**config.mk**
```make
export PLATFORM = sky130hd
export DESIGN_NAME = mem_access_unit_flat
export DESIGN_NICKNAME = d
export VERILOG_FILES = /design/src/rtl/mem_access_unit_pkg.sv /design/src/rtl/mem_access_unit_if.sv /design/src/rtl/mem_access_unit_load_format.sv /design/src/rtl/mem_access_unit.sv /design/src/flat_wrapper.sv
export SDC_FILE = /design/constraint.sdc
export NUM_CORES = 1
export LEC_CHECK = 0
export CAP_MARGIN = 20
export CORE_MARGIN = 5
export CORE_UTILIZATION = 50
export CTS_CLUSTER_DIAMETER = 150
export CTS_CLUSTER_SIZE = 12
export DETAILED_ROUTE_END_ITERATION = 12
export PLACE_DENSITY_LB_ADDON = 0.15
export SLEW_MARGIN = 20
export SYNTH_ARGS = -nofsm -noshare
export SYNTH_HDL_FRONTEND = slang
export SYNTH_SLANG_ARGS = --single-unit
```
**constraint.sdc**
```tcl
create_clock -name clk -period 4.2 [get_ports clk]
set_input_delay 0.63 -clock clk [delete_from_list [all_inputs] [get_ports clk]]
set_output_delay 0.63 -clock clk [all_outputs]
set_load 0.01 [all_outputs]
```
**src/rtl/mem_access_unit_pkg.sv**
```systemverilog
// Shared types for the MA-stage to psram load/store bridge.
package mem_access_unit_pkg;

  typedef enum logic [1:0] {
    SIZE_B = 2'd0,
    SIZE_H = 2'd1,
    SIZE_W = 2'd2
  } mau_size_e;

  typedef enum logic [1:0] {
    IDLE,
    ISSUE,
    WAIT,
    RESP
  } mau_state_e;

  function automatic logic is_misaligned(input mau_size_e size, input logic [1:0] addr_lo);
    return ((size == SIZE_H) && addr_lo[0]) || ((size == SIZE_W) && (addr_lo != 2'b00));
  endfunction

endpackage

```
**src/rtl/mem_access_unit_if.sv**
```systemverilog
// 16-bit psram controller bus; master = access unit, slave = controller.
interface mem_access_unit_if #(
  parameter int MEM_ADDR_W = 22,
  parameter int BANK_W     = 1
);
  logic [BANK_W-1:0]     mem_bank_sel;
  logic [MEM_ADDR_W-1:0] mem_addr;
  logic                  mem_write_en;
  logic                  mem_read_en;
  logic [15:0]           mem_data_in;
  logic                  mem_write_high_byte;
  logic                  mem_write_low_byte;
  logic                  mem_busy;
  logic                  mem_read_avail;
  logic [15:0]           mem_data_out;

  modport master (
    output mem_bank_sel, mem_addr, mem_write_en, mem_read_en, mem_data_in,
           mem_write_high_byte, mem_write_low_byte,
    input  mem_busy, mem_read_avail, mem_data_out
  );

  modport slave (
    input  mem_bank_sel, mem_addr, mem_write_en, mem_read_en, mem_data_in,
           mem_write_high_byte, mem_write_low_byte,
    output mem_busy, mem_read_avail, mem_data_out
  );
endinterface

```
**src/rtl/mem_access_unit_load_format.sv**
```systemverilog
// Combinational load-data formatter: byte/half selection, sign/zero extension, word assembly.
module mau_load_format
  import mem_access_unit_pkg::*;
(
  input  mau_size_e   size_i,
  input  logic        unsigned_i,
  input  logic        addr0_i,
  input  logic [15:0] lo_half_i,
  input  logic [15:0] data_i,
  output logic [31:0] rdata_o
);
  logic [7:0] byte_sel;

  always_comb begin
    byte_sel = addr0_i ? data_i[15:8] : data_i[7:0];
    rdata_o  = '0;
    case (size_i)
      SIZE_B:  rdata_o = {{24{~unsigned_i & byte_sel[7]}}, byte_sel};
      SIZE_H:  rdata_o = {{16{~unsigned_i & data_i[15]}}, data_i};
      default: rdata_o = {data_i, lo_half_i};
    endcase
  end
endmodule

```
**src/rtl/mem_access_unit.sv**
```systemverilog
// Load/store bridge from the MA stage to a 16-bit psram controller; words go out as two beats.
// Optional wait-state watchdog enabled by defining MAU_TIMEOUT_EN.
module mem_access_unit
  import mem_access_unit_pkg::*;
#(
  parameter int MEM_ADDR_W     = 22,
  parameter int BANKS          = 2,
  parameter int TIMEOUT_CYCLES = 1024
) (
  input  logic        clk,
  input  logic        reset,
  input  logic        req_valid,
  input  logic        req_we,
  input  logic [1:0]  req_size,
  input  logic        req_unsigned,
  input  logic [31:0] req_addr,
  input  logic [31:0] req_wdata,
  output logic        stall,
  output logic        rsp_valid,
  output logic [31:0] rsp_rdata,
  output logic        rsp_err,
  mem_access_unit_if.master mem
);
  localparam int BANK_W = (BANKS > 1) ? $clog2(BANKS) : 1;

  mau_state_e  state_q, state_d;
  mau_size_e   size_q, size_d;
  logic        beat_q, beat_d;
  logic        we_q, we_d;
  logic        uns_q, uns_d;
  logic        err_q, err_d;
  logic [31:0] addr_q, addr_d;
  logic [31:0] wdata_q, wdata_d;
  logic [31:0] rdata_q, rdata_d;
  logic [15:0] lo_q, lo_d;
  logic [31:0] fmt_rdata;
  logic        beat_done;
  logic        unused_addr;

  assign unused_addr = ^addr_q[31:MEM_ADDR_W+1+BANK_W];

  mau_load_format u_load_format (
    .size_i     (size_q),
    .unsigned_i (uns_q),
    .addr0_i    (addr_q[0]),
    .lo_half_i  (lo_q),
    .data_i     (mem.mem_data_out),
    .rdata_o    (fmt_rdata)
  );

  // Aligned words start on an even 16-bit address, so adding the beat never carries.
  assign mem.mem_addr     = addr_q[MEM_ADDR_W:1] + MEM_ADDR_W'(beat_q);
  assign mem.mem_bank_sel = addr_q[MEM_ADDR_W+1 +: BANK_W];

  always_comb begin
    mem.mem_data_in         = wdata_q[15:0];
    mem.mem_write_high_byte = 1'b1;
    mem.mem_write_low_byte  = 1'b1;
    case (size_q)
      SIZE_B: begin
        mem.mem_data_in         = {wdata_q[7:0], wdata_q[7:0]};
        mem.mem_write_high_byte = addr_q[0];
        mem.mem_write_low_byte  = ~addr_q[0];
      end
      SIZE_W:  if (beat_q) mem.mem_data_in = wdata_q[31:16];
      default: ;
    endcase
  end

`ifdef MAU_TIMEOUT_EN
  localparam int TMO_W = $clog2(TIMEOUT_CYCLES + 1);
  logic [TMO_W-1:0] tmo_cnt_q, tmo_cnt_d;
  logic             tmo_hit;

  assign tmo_hit = ((state_q == ISSUE) || (state_q == WAIT)) &&
                   (tmo_cnt_q == TMO_W'(TIMEOUT_CYCLES - 1));

  always_comb begin
    tmo_cnt_d = '0;
    if ((state_d == state_q) && ((state_q == ISSUE) || (state_q == WAIT)))
      tmo_cnt_d = tmo_cnt_q + 1'b1;
  end

  always_ff @(posedge clk) begin
    if (reset) tmo_cnt_q <= '0;
    else       tmo_cnt_q <= tmo_cnt_d;
  end
`endif

  always_comb begin
    state_d          = state_q;
    size_d           = size_q;
    beat_d           = beat_q;
    we_d             = we_q;
    uns_d            = uns_q;
    err_d            = err_q;
    addr_d           = addr_q;
    wdata_d          = wdata_q;
    rdata_d          = rdata_q;
    lo_d             = lo_q;
    beat_done        = 1'b0;
    mem.mem_write_en = 1'b0;
    mem.mem_read_en  = 1'b0;
    case (state_q)
      IDLE: if (req_valid) begin
        size_d  = mau_size_e'(req_size);
        we_d    = req_we;
        uns_d   = req_unsigned;
        addr_d  = req_addr;
        wdata_d = req_wdata;
        beat_d  = 1'b0;
        rdata_d = '0;
        err_d   = is_misaligned(mau_size_e'(req_size), req_addr[1:0]);
        state_d = err_d ? RESP : ISSUE;
      end
      ISSUE: if (!mem.mem_busy) begin
        mem.mem_write_en = we_q;
        mem.mem_read_en  = ~we_q;
        state_d          = WAIT;
      end
      WAIT: begin
        beat_done = we_q ? ~mem.mem_busy : mem.mem_read_avail;
        if (beat_done) begin
          if ((size_q == SIZE_W) && !beat_q) begin
            lo_d    = mem.mem_data_out;
            beat_d  = 1'b1;
            state_d = ISSUE;
          end else begin
            rdata_d = we_q ? 32'h0 : fmt_rdata;
            state_d = RESP;
          end
        end
      end
      RESP: state_d = IDLE;
    endcase
`ifdef MAU_TIMEOUT_EN
    // Watchdog overrides everything, including a strobe that would fire this cycle.
    if (tmo_hit) begin
      mem.mem_write_en = 1'b0;
      mem.mem_read_en  = 1'b0;
      err_d            = 1'b1;
      rdata_d          = '0;
      state_d          = RESP;
    end
`endif
  end

  always_ff @(posedge clk) begin
    if (reset) begin
      state_q <= IDLE;
      size_q  <= SIZE_B;
      beat_q  <= 1'b0;
      we_q    <= 1'b0;
      uns_q   <= 1'b0;
      err_q   <= 1'b0;
      addr_q  <= '0;
      wdata_q <= '0;
      rdata_q <= '0;
      lo_q    <= '0;
    end else begin
      state_q <= state_d;
      size_q  <= size_d;
      beat_q  <= beat_d;
      we_q    <= we_d;
      uns_q   <= uns_d;
      err_q   <= err_d;
      addr_q  <= addr_d;
      wdata_q <= wdata_d;
      rdata_q <= rdata_d;
      lo_q    <= lo_d;
    end
  end

  assign stall     = ((state_q == IDLE) && req_valid) || (state_q == ISSUE) || (state_q == WAIT);
  assign rsp_valid = (state_q == RESP);
  assign rsp_err   = rsp_valid & err_q;
  assign rsp_rdata = rdata_q;
endmodule

```
**src/flat_wrapper.sv**
```systemverilog
// flat-port wrapper written by rule: the top's interface ports become plain ports
module mem_access_unit_flat import mem_access_unit_pkg::*;
#(
  parameter int MEM_ADDR_W     = 22,
  parameter int BANKS          = 2,
  parameter int TIMEOUT_CYCLES = 1024
)
  (clk, reset, req_valid, req_we, req_size, req_unsigned, req_addr, req_wdata, stall, rsp_valid, rsp_rdata, rsp_err, mem_mem_bank_sel, mem_mem_addr, mem_mem_write_en, mem_mem_read_en, mem_mem_data_in, mem_mem_write_high_byte, mem_mem_write_low_byte, mem_mem_busy, mem_mem_read_avail, mem_mem_data_out);
  mem_access_unit_if #(.MEM_ADDR_W(MEM_ADDR_W), .BANK_W(1)) mem_i ();
  input  logic clk;
  input  logic reset;
  input  logic req_valid;
  input  logic req_we;
  input  logic [1:0] req_size;
  input  logic req_unsigned;
  input  logic [31:0] req_addr;
  input  logic [31:0] req_wdata;
  output logic stall;
  output logic rsp_valid;
  output logic [31:0] rsp_rdata;
  output logic rsp_err;
  output wire logic [$bits(mem_i.mem_bank_sel)-1:0] mem_mem_bank_sel;
  output wire logic [$bits(mem_i.mem_addr)-1:0] mem_mem_addr;
  output wire logic [$bits(mem_i.mem_write_en)-1:0] mem_mem_write_en;
  output wire logic [$bits(mem_i.mem_read_en)-1:0] mem_mem_read_en;
  output wire logic [$bits(mem_i.mem_data_in)-1:0] mem_mem_data_in;
  output wire logic [$bits(mem_i.mem_write_high_byte)-1:0] mem_mem_write_high_byte;
  output wire logic [$bits(mem_i.mem_write_low_byte)-1:0] mem_mem_write_low_byte;
  input wire logic [$bits(mem_i.mem_busy)-1:0] mem_mem_busy;
  input wire logic [$bits(mem_i.mem_read_avail)-1:0] mem_mem_read_avail;
  input wire logic [$bits(mem_i.mem_data_out)-1:0] mem_mem_data_out;
  assign mem_mem_bank_sel = mem_i.mem_bank_sel;
  assign mem_mem_addr = mem_i.mem_addr;
  assign mem_mem_write_en = mem_i.mem_write_en;
  assign mem_mem_read_en = mem_i.mem_read_en;
  assign mem_mem_data_in = mem_i.mem_data_in;
  assign mem_mem_write_high_byte = mem_i.mem_write_high_byte;
  assign mem_mem_write_low_byte = mem_i.mem_write_low_byte;
  assign mem_i.mem_busy = mem_mem_busy;
  assign mem_i.mem_read_avail = mem_mem_read_avail;
  assign mem_i.mem_data_out = mem_mem_data_out;
  mem_access_unit #(.MEM_ADDR_W(MEM_ADDR_W), .BANKS(BANKS), .TIMEOUT_CYCLES(TIMEOUT_CYCLES)) u_core (.clk(clk), .reset(reset), .req_valid(req_valid), .req_we(req_we), .req_size(req_size), .req_unsigned(req_unsigned), .req_addr(req_addr), .req_wdata(req_wdata), .stall(stall), .rsp_valid(rsp_valid), .rsp_rdata(rsp_rdata), .rsp_err(rsp_err), .mem(mem_i));
endmodule
```
==> key figures <==
Status
  • Status: complete, no violations

Pwr
  • VDD IR max: 0.2116 mV
  • Sequential share of power: 50.5%
  • Switching Share: a little over a quarter
  • Clock Power Share: 30.0%
  • Pwr Density: between 300 and 400 nW/µm²
  • Combinational share of power: 19.5%
  • Internal Pwr Total: about 0.0017 W
  • Net switching power of the design: 0.0006318 W
  • Lkg Pwr: between 2 and 3 nW

STA
  • F_max: 283.9 MHz
  • Worst-Margin Slew: 0.8157 ns
  • Fin crit share: a little over four fifths
  • Setup TNS: 0 ns
  • Final-report setup violation count: 0
  • Slew margin rel.: 45.46%
  • Clock skew: roughly 0.015 ns
  • Crit path setup slack, layout: 0.6770 ns
  • Fin crit period: between 3 and 4 ns
  • Final Hold Violating Endpoints: 0
  • RSZ-0062 raised after global routing: no
  • Max-slew violations: 0

Logic synthesis
  • Gate Count Post-Synth: roughly 600
  • Post-synth top cells: nand2_1 (165), dfxtp_1 (112), a21oi_1 (65), clkbuf_1 (31), nor2_1 (29)
  • Top-area cell type share of the netlist area: 44.63%
  • Yosys warns: 0
  • Post-synth EDFFs: 0
  • Post-Syn Nets: ~710
  • Syn Std Cell Area: 5024 µm²
  • Async set-reset flop share out of synthesis: 0%
  • Synth top area cells: dfxtp_1 (45%), nand2_1 (12%), a21oi_1 (6.5%)
  • Seq cells post-synth: 112
  • Area leader, netlist: dfxtp_1
  • Synth Area per Inst: about 8.2 µm²
  • Register area share after synthesis: between 40% and 50%
  • Most numerous cell in the Yosys netlist: nand2_1
  • Dominant synthesized flop cell: dfxtp_1
  • Yosys cell types: between 40 and 50

Global route
  • Total gr overflow: 0
  • Largest net degree at the start of global routing: slightly above 60
  • Gr usage total: between 20% and 30%
  • First-pass GRT wire length: around 22000 µm
  • Initial antenna violation count: 0
  • Vias in the first global route: about 4400

CTS
  • CTS Buf Count: 9
  • CTS Buffer Depth: 2
  • Hold_buf cts: 0
  • Worst-Skew Late Latency: 0.37 ns
  • CTS sink count: around 110
  • Clock-pin slew on the worst setup and hold paths: about 0.10 ns
  • Htree depth: 3
  • CTS tree: yes
  • Clock Tree Root: clkbuf_8
  • Postcts setup bufs: 0
  • Post_cts resized: 0

Setup path
  • WS Path Type: register to output port
  • Worst reg2reg setup slack: between 1.5 and 2 ns
  • Reg2reg start: u_core.size_q[1]$_SDFFE_PP0P_
  • Critical path peak fanout: 13
  • Crit path capture type: output port
  • Critical path startpoint category: register
  • Worst endpoint required time: about 3.6 ns
  • Crit path DAT: between 2 and 3 ns
  • Worst reg2reg endpoint: u_core.rsp_rdata[7]$_SDFFE_PP0P_
  • Worst reg2reg path depth: 5

Drt
  • Wirelength per Cell: about 16 µm
  • DRT Wirelength: 13980 µm
  • Vias/cell: between 5 and 6
  • Iter 0 DRT Violations: 240
  • Post-route ant nets: 0
  • # DRC: 0
  • TritonRoute pass-1 iters: 5
  • Vias: between 4000 and 5000

Job
  • Max-Cap Viols: 0

Placement
  • Final GP Congestion: roughly 0.8
  • Detailed Place HPWL: ~10000 µm
  • Place WS: ~1.1 ns
  • I/O Buffers: around 160

Floorplan
  • Die area: roughly 12000 µm²
  • Starting Density: around half
  • Vert. Die Dim: between 100 and 150 µm
  • Core ar.: ~9800 µm²
  • Rows: 36
  • Ports: around 170
  • DIE WIDTH: roughly 110 µm

Layout
  • Register area: 2243 µm²
  • Layout Utilization: 70.03%
  • # fillers: roughly 800
  • Share of post-route cells with drive strength above 1: 5.726%
  • Multi-input gate area: 2570 µm²
  • Area Overhead vs Synth: 36.26%
  • N_diodes: 0
  • Final net count: roughly 840

Min path
  • Worst Hold Launch: u_core.wdata_q[16]$_SDFFE_PP0P_
  • Min-Delay Endpoint: u_core.wdata_q[16]$_SDFFE_PP0P_
  • HP Class: register to register
  • Hold Crit Depth: 2
[power by group through the flow]
stage               clock network [W]  registers, W  logic (W)
CTS                          0.000702       0.00116   0.000452
detailed placement                  0       0.00119   0.000450
finish                       0.000691       0.00117   0.000450
global placement                    0       0.00119   0.000441
global route                 0.000745       0.00117   0.000490
floorplan                           0       0.00118   0.000233
[critical path, stage by stage (launching register included)]
cell and delay [ns]:
dfxtp_1 0.32, buf_4 0.20, ha_1 0.23, ha_1 0.20, nand3_1 0.19, or4_4 0.52, nor2_2 0.13, xor2_1 0.19
clkdlybuf4s50_1 0.56
[placed cells by master, fill, tap and decap left out, types with 2 or more instances in the layout]
cell type,synthesis,layout
nand2_1,165,164
nand2b_1,3,3
dfxtp_1,112,111
bufinv_16,0,2
ha_1,2,2
or2_2,2,2
buf_4,1,7
nor2_2,3,3
o2bb2ai_1,16,16
clkinvlp_4,0,3
nand4_1,6,6
clkdlybuf4s50_1,0,157
mux2_2,8,8
nor3_1,2,2
xor2_1,6,6
inv_1,7,7
o21ai_0,18,18
xnor2_1,14,14
nor2_1,29,29
a21oi_1,65,65
a31oi_1,9,9
and2_1,3,2
o211ai_1,9,9
nand3_1,7,7
nor2b_1,26,26
mux2i_1,25,25
a22o_1,17,17
clkbuf_8,0,9
[cell families after synthesis]
family	after synthesis	synth area share, %
adders and majority gates	2	0.4981
DFF	112	44.63
muxes	34	6.999
and+or+nand+nor	257	22.74
xor gates and xnor gates	20	3.487
AOI/OAI and AO/OA	139	17.33
buffers and inverters	51	4.309
[state kept, by name, indices dropped and copies added, names as in the netlist]
name / count
u_core.rsp_rdata: 32
u_core.wdata_q: 32
u_core.addr_q: 24
u_core.lo_q: 16
u_core.size_q: 2
u_core.state_q: 2
u_core.beat_q: 1
u_core.err_q: 1
u_core.uns_q: 1
u_core.we_q: 1
[layout make-up]
cell class	count	share of cell area (%)
Clock buffer	10	1.864
Clock inverter	5	1.206
Inverter	7	0.3838
Multi-Input combinational cell	452	37.54
Sequential cell	112	32.77
Tap cell	133	2.431
Timing Repair Buffer	165	23.80
[through the flow]
step	std cells	hold slack, ns	cell area (µm²)	power, W
final	884	0.4590	6845	0.002306
after global routing	884	0.4792	6845	0.002410
after CTS	884	0.4602	6844	0.002320
after detailed placement	869	0.4467	6634	0.001639
after global placement	869	0.4389	6634	0.001626
after floorplan	615	0.4319	5024	0.001412
[metal layers]
layer	vias to the layer above	share of wire [%]	GRT usage [%]
met5	-	0	0
met1	2196	45	31.14
met4	0	0.91	4.837
met3	11	7.5	5.416
met2	153	47	36.70
li1	2348	-	-
[worst max path at each step]
| stage | from | endpoint | slack [ns] | depth (start not counted) |
|---|---|---|---|---|
| global placement | u_core.beat_q$_SDFFE_PP0P_ | mem_mem_addr[16] | 1.19 | 8 |
| global route | u_core.beat_q$_SDFFE_PP0P_ | mem_mem_addr[21] | 0.48 | 7 |
| CTS | u_core.beat_q$_SDFFE_PP0P_ | mem_mem_addr[16] | 0.66 | 8 |
| detailed placement | u_core.beat_q$_SDFFE_PP0P_ | mem_mem_addr[16] | 1.06 | 8 |
| finish | u_core.beat_q$_SDFFE_PP0P_ | mem_mem_addr[16] | 0.68 | 8 |
| floorplan | u_core.beat_q$_SDFFE_PP0P_ | mem_mem_addr[14] | 1.89 | 6 |
Note: power is estimated with default switching activity, not from simulation.
